$ cat src/rtl/counter_disable_delay_if.sv
// counter_disable_delay_if: control/status bundle for counter_disable_delay.
// Ports (via modports): enable, delay, force_stop driven by master;
// delayedEnable, stopping, stop_done driven by slave (the delay block).
// Purpose: groups the request inputs and registered status outputs.
// Latency: none, wires only.
// Backpressure: none, level-based request interface.
interface counter_disable_delay_if #(
   parameter int COUNTER_WIDTH = 16
);
   logic                     enable;
   logic [COUNTER_WIDTH-1:0] delay;
   logic                     force_stop;
   logic                     delayedEnable;
   logic                     stopping;
   logic                     stop_done;

   modport master (
      output enable,
      output delay,
      output force_stop,
      input  delayedEnable,
      input  stopping,
      input  stop_done
   );

   modport slave (
      input  enable,
      input  delay,
      input  force_stop,
      output delayedEnable,
      output stopping,
      output stop_done
   );
endinterface

$ cat src/rtl/counter_disable_delay.sv
// counter_disable_delay: passes enable through immediately on turn-on and
// holds it for a programmable number of cycles on turn-off.
// Ports: clock, reset (async active-low), bus (slave modport) carrying
// enable/delay/force_stop in and delayedEnable/stopping/stop_done out.
// Purpose: delayed-off enable with abort (force_stop) and re-assert cancel.
// Latency: 1 cycle registered turn-on; turn-off after `delay` cycles.
// Backpressure: none; enable is a level request, force_stop always wins.
module counter_disable_delay #(
   parameter int COUNTER_WIDTH = 16
) (
   input logic                    clock,
   input logic                    reset,
   counter_disable_delay_if.slave bus
);

   typedef enum logic [1:0] {
      IDLE     = 2'd0,
      ACTIVE   = 2'd1,
      STOPPING = 2'd2
   } state_t;

   state_t                   state_q, state_nxt;
   logic [COUNTER_WIDTH-1:0] counter_q, counter_nxt;
   logic [COUNTER_WIDTH-1:0] latched_delay_q, latched_delay_nxt;
   logic                     done_nxt;

   logic                     delayed_enable_q;
   logic                     stopping_q;
   logic                     stop_done_q;

   // State and registered outputs. Outputs are derived from the next state
   // so they change on the same edge as the state transition.
   always_ff @(posedge clock or negedge reset) begin
      if (!reset) begin
         state_q          <= IDLE;
         counter_q        <= '0;
         latched_delay_q  <= '0;
         delayed_enable_q <= 1'b0;
         stopping_q       <= 1'b0;
         stop_done_q      <= 1'b0;
      end else begin
         state_q          <= state_nxt;
         counter_q        <= counter_nxt;
         latched_delay_q  <= latched_delay_nxt;
         delayed_enable_q <= (state_nxt != IDLE);
         stopping_q       <= (state_nxt == STOPPING);
         stop_done_q      <= done_nxt;
      end
   end

   always_comb begin
      state_nxt         = state_q;
      counter_nxt       = counter_q;
      latched_delay_nxt = latched_delay_q;
      done_nxt          = 1'b0;

      if (bus.force_stop) begin
         // Abort from any state, no completion pulse.
         state_nxt   = IDLE;
         counter_nxt = '0;
      end else begin
         case (state_q)
            IDLE: begin
               if (bus.enable) begin
                  state_nxt = ACTIVE;
               end
            end
            ACTIVE: begin
               if (!bus.enable) begin
                  if (bus.delay == '0) begin
                     state_nxt = IDLE;
                     done_nxt  = 1'b1;
                  end else begin
                     state_nxt         = STOPPING;
                     counter_nxt       = bus.delay;
                     latched_delay_nxt = bus.delay;
                  end
               end
            end
            STOPPING: begin
               if (bus.enable) begin
                  // Re-assert wins even on the expiry edge.
                  state_nxt   = ACTIVE;
                  counter_nxt = '0;
               end else if (counter_q <= COUNTER_WIDTH'(1)) begin
                  // Counter was loaded with D at the falling edge, so the
                  // edge that sees 1 is the D-th edge after it.
                  state_nxt   = IDLE;
                  counter_nxt = '0;
                  done_nxt    = 1'b1;
               end else begin
                  counter_nxt = counter_q - COUNTER_WIDTH'(1);
               end
            end
            default: begin
               state_nxt   = IDLE;
               counter_nxt = '0;
            end
         endcase
      end
   end

   assign bus.delayedEnable = delayed_enable_q;
   assign bus.stopping      = stopping_q;
   assign bus.stop_done     = stop_done_q;

endmodule

$ cat src/flat_wrapper.sv
// flat-port wrapper written by rule: the top's interface ports become plain ports
module counter_disable_delay_flat 
#(
   parameter int COUNTER_WIDTH = 16
)
  (clock, reset, bus_enable, bus_delay, bus_force_stop, bus_delayedEnable, bus_stopping, bus_stop_done);
  counter_disable_delay_if #(.COUNTER_WIDTH(COUNTER_WIDTH)) bus_i ();
  input logic clock;
  input logic reset;
  input wire logic [$bits(bus_i.enable)-1:0] bus_enable;
  input wire logic [$bits(bus_i.delay)-1:0] bus_delay;
  input wire logic [$bits(bus_i.force_stop)-1:0] bus_force_stop;
  output wire logic [$bits(bus_i.delayedEnable)-1:0] bus_delayedEnable;
  output wire logic [$bits(bus_i.stopping)-1:0] bus_stopping;
  output wire logic [$bits(bus_i.stop_done)-1:0] bus_stop_done;
  assign bus_i.enable = bus_enable;
  assign bus_i.delay = bus_delay;
  assign bus_i.force_stop = bus_force_stop;
  assign bus_delayedEnable = bus_i.delayedEnable;
  assign bus_stopping = bus_i.stopping;
  assign bus_stop_done = bus_i.stop_done;
  counter_disable_delay #(.COUNTER_WIDTH(COUNTER_WIDTH)) u_core (.clock(clock), .reset(reset), .bus(bus_i));
endmodule
$ cat config.mk
export PLATFORM = sky130hd
export DESIGN_NAME = counter_disable_delay_flat
export DESIGN_NICKNAME = d
export VERILOG_FILES = /design/src/rtl/counter_disable_delay_if.sv /design/src/rtl/counter_disable_delay.sv /design/src/flat_wrapper.sv
export SDC_FILE = /design/constraint.sdc
export NUM_CORES = 1
export LEC_CHECK = 0
export ABC_AREA = 0
export BUFFER_PORTS_ARGS = -buffer_cell sky130_fd_sc_hd__buf_2
export CAP_MARGIN = 10
export CELL_PAD_IN_SITES_DETAIL_PLACEMENT = 0
export CELL_PAD_IN_SITES_GLOBAL_PLACEMENT = 2
export CORE_UTILIZATION = 36
export DETAILED_ROUTE_END_ITERATION = 8
export GPL_ROUTABILITY_DRIVEN = 0
export PLACE_DENSITY_LB_ADDON = 0.1
export SLEW_MARGIN = 0
export SYNTH_ARGS = -nofsm -noshare
export SYNTH_HDL_FRONTEND = slang
export SYNTH_SLANG_ARGS = --single-unit
export TNS_END_PERCENT = 5
$ cat constraint.sdc
create_clock -name clock -period 5.37 [get_ports clock]
set_input_delay 1.074 -clock clock [delete_from_list [all_inputs] [get_ports clock]]
set_output_delay 1.074 -clock clock [all_outputs]
set_load 0.02 [all_outputs]
==> results by group <==
Outcome
  – Status: completed

Synth
  – Post-Syn Instances: around 170
  – Post-synthesis cell area: ~1500 um2
  – Sequential area share after synthesis: 0.3611
  – Post-synthesis mux area share: 0
  – Post-synthesis compound-gate area fraction: 0.2863
  – Flop and latch count out of synthesis: 21
  – Post-synthesis simple-gate area fraction: 0.2244
  – Post-synthesis adder-cell area fraction: 0.05159
  – Post-synthesis cell type count: 37
  – Post-Syn Nets: between 150 and 200
  – Syn. warnings: 0
  – Synth Area in XOR/XNOR: 0.006019
  – Syn_area_per_cell: around 8.5 um2
  – Largest family of logic cells by synthesized area: compound AO/OA/AOI/OAI gates

Floorplan
  – Initial Util: 0.3859
  – Die Ht: around 66 um
  – Core Rows: 22
  – Core area: 3771 um2
  – Die ar.: 4300 um2
  – IO Pins: 23
  – Die W: approximately 66 um

Timing
  – Clock skew: roughly 0.0064 ns
  – F_max: roughly 340 MHz
  – Endpoints failing hold: 0
  – RSZ-0062 raised after global routing: false
  – Setup TNS: 0 ns
  – Final setup viols: 0
  – Tcrit/Tclk final: 0.5401
  – Slew @ Worst Pin: roughly 1.1 ns
  – Worst slew margin: 0.2840
  – Slew Viols, Final: 0
  – Minimum clock period: 2.900 ns

Cells and area
  – Post-Route Utilization: 0.4326
  – Most common cell after layout, fill and taps aside: buf_2
  – Layout cell share with drive strength beyond 1: 0.1534
  – Area delta synth->final: 12.12%
  – Post-route cell area: about 1600 um2
  – Finished Layout Cells: roughly 240
  – Nets: approximately 220
  – Commonest non-fill, non-tap cells in the layout: buf_2, dfrtp_1, inv_1, nand2_1, a31oi_1
  – # diodes: 0

Critical path
  – Critical Path RT: approximately 5.6 ns
  – RR Endpoint: u_core.counter_q[0]$_DFFE_PN0P_
  – Crit Path Class: reg -> reg
  – R2r setup slk: between 2 and 2.5 ns
  – Crit path capture type: flip-flop
  – CP startpoint kind: flip-flop
  – Reg-to-Reg Start: u_core.state_q[1]$_DFF_PN0_
  – Path depth of the worst reg2reg path: 7
  – CP arrival: ~3.1 ns
  – Critical path launch point: u_core.state_q[1]$_DFF_PN0_
  – CP Max Fanout: 24
  – Crit path capture: u_core.counter_q[0]$_DFFE_PN0P_

Routing
  – Final wirelength: 4307 um
  – First-pass DRT Iterations: 5
  – WL per Instance: approximately 18 um
  – Routed Antenna Nets: 0
  – Via density: 6.228
  – Via total after detailed routing: ~1500
  – DRC: 0
  – DR iter-0 viols: 158

Pwr
  – Leakage power: approximately 0.70 nW
  – Tot Pwr: 376.8 uW
  – Peak VDD IR: 0.08327 mV
  – P per Cell Area: ~230 nW/um2

Clock tree
  – CTS tree: done
  – Clk_lat worst skew: roughly 0.26 ns
  – Clock root buffer: clkbuf_8
  – Clock Tree Buf Depth: 2
  – Clk pin slew, worst setup/hold paths: ~0.080 ns
  – Post_cts resized: 0
  – Number of clock sinks: 21
  – Cts hold-fix bufs: 0
  – Cts bufs inserted: 3
  – Level count of the clock H-tree: 1
  – Number of setup buffers added after CTS: 0

Placed design
  – Cells after DPL: approximately 230
  – Buffers added on ports: 22
  – HPWL after DPL: between 3000 and 4000 um
  – Dpl cell area: around 1600 um2

GRT
  – All-Layer GR Usage: 0.2210
  – Grt total ovfl: 0
  – Initial antenna violation count: 0
  – First-pass GRT wire length: slightly above 7000 um
  – Busiest grt layer: met2
  – Met2 usage: 0.3428
  – Met3 global-route usage: 0.02604
  – Number of global-route vias before repair: about 1400
  – Met1 usage in global routing: 0.3150
  – Largest net degree at the start of global routing: 25

Hold path
  – Min-delay worst type: reg -> reg
  – Min-delay src: u_core.counter_q[11]$_DFFE_PN0P_

Run
  – Max Cap Violations: 0
==> sequential cells by signal, summed over array words and instances, names as in the netlist <==
| name | count |
|---|---|
| u_core.counter_q | 16 |
| u_core.state_q | 2 |
| u_core.bus.delayedEnable | 1 |
| u_core.bus.stop_done | 1 |
| u_core.bus.stopping | 1 |
==> critical path, stage by stage, from the launching register on <==
cell and delay, ns:
dfrtp_1 0.45, inv_1 0.09, ha_1 0.50, a21oi_1 0.44, nand2_1 0.09, a21oi_1 0.78, nand2_1 0.24, o211ai_1 0.24
==> Yosys cell counts <==
cell,count,area share
and4_1,2,0.012
xor2_1,1,0.0060
nor3_1,4,0.014
nor4_2,1,0.0086
or4_1,3,0.015
inv_1,17,0.044
o31ai_1,1,0.0052
nand3_1,6,0.021
nor4_4,1,0.015
a21boi_0,1,0.0052
o2111ai_1,2,0.012
or4_4,1,0.0077
and2_1,1,0.0043
a31oi_2,1,0.0086
nor3b_1,1,0.0052
nand4_1,2,0.0086
nor2_1,8,0.021
nand2_1,17,0.044
a41oi_1,1,0.0060
buf_2,1,0.0034
a32oi_1,7,0.042
nor4_1,6,0.026
dfrtp_1,21,0.36
ha_1,6,0.052
nand2b_1,3,0.013
clkbuf_1,6,0.015
o211ai_1,3,0.015
a31oi_1,12,0.052
o32ai_1,2,0.012
nor2b_1,1,0.0043
a22oi_1,7,0.036
and3b_1,1,0.0060
buf_6,1,0.0077
o22ai_1,11,0.047
a21oi_1,5,0.017
o21ai_0,5,0.017
a211oi_1,2,0.010
==> cell families after synthesis <==
kind of cell             after synthesis
AO/OA/AOI/OAI                         60
XOR/XNOR                               1
adder cells (fa/ha/maj)                6
buffers and inverters                 25
flip-flops                            21
AND/OR/NAND/NOR                       58
==> routing by layer <==
metal | up-vias | share of wire
li1 | 696 | -
met5 | - | 0
met3 | 4 | 0.052
met4 | 0 | 0.0060
met1 | 723 | 0.46
met2 | 53 | 0.48
==> final cells by class <==
type	instances	area, um2
Clock buffer	4	45.04
Fill cell	379	2140
Sequential cell	21	525.5
Timing Repair Buffer	22	110.1
Multi-Input combinational cell	125	827.0
Tap cell	48	60.06
Inverter	17	63.81
==> power breakdown <==
| part | switching (mW) | total [mW] | internal (mW) |
|---|---|---|---|
| combinational | 0.0675 | 0.103 | 0.0356 |
| clock | 0.0526 | 0.105 | 0.0529 |
| sequential | 0.00516 | 0.168 | 0.163 |
| total | 0.125 | 0.377 | 0.252 |
==> stage by stage <==
stage | hold WS (ns) | setup slack [ns]
6_report | 0.5308 | 2.470
5_1_grt | 0.5737 | 2.139
4_1_cts | 0.5310 | 2.495
3_5_place_dp | 0.5191 | 2.250
3_3_place_gp | 0.5169 | 2.318
2_1_floorplan | 0.4871 | 2.976
==> worst min-delay path by stage <==
| stage | endpoint | slack [ns] | cells past startpoint |
|---|---|---|---|
| floorplan | u_core.counter_q[11]$_DFFE_PN0P_ | 0.49 | 2 |
| global route | u_core.counter_q[11]$_DFFE_PN0P_ | 0.57 | 2 |
| global placement | u_core.counter_q[11]$_DFFE_PN0P_ | 0.52 | 2 |
| CTS | u_core.counter_q[11]$_DFFE_PN0P_ | 0.53 | 2 |
| finish | u_core.counter_q[11]$_DFFE_PN0P_ | 0.53 | 2 |
| detailed placement | u_core.counter_q[11]$_DFFE_PN0P_ | 0.52 | 2 |
No activity file was read; power rests on OpenSTA's default activity.
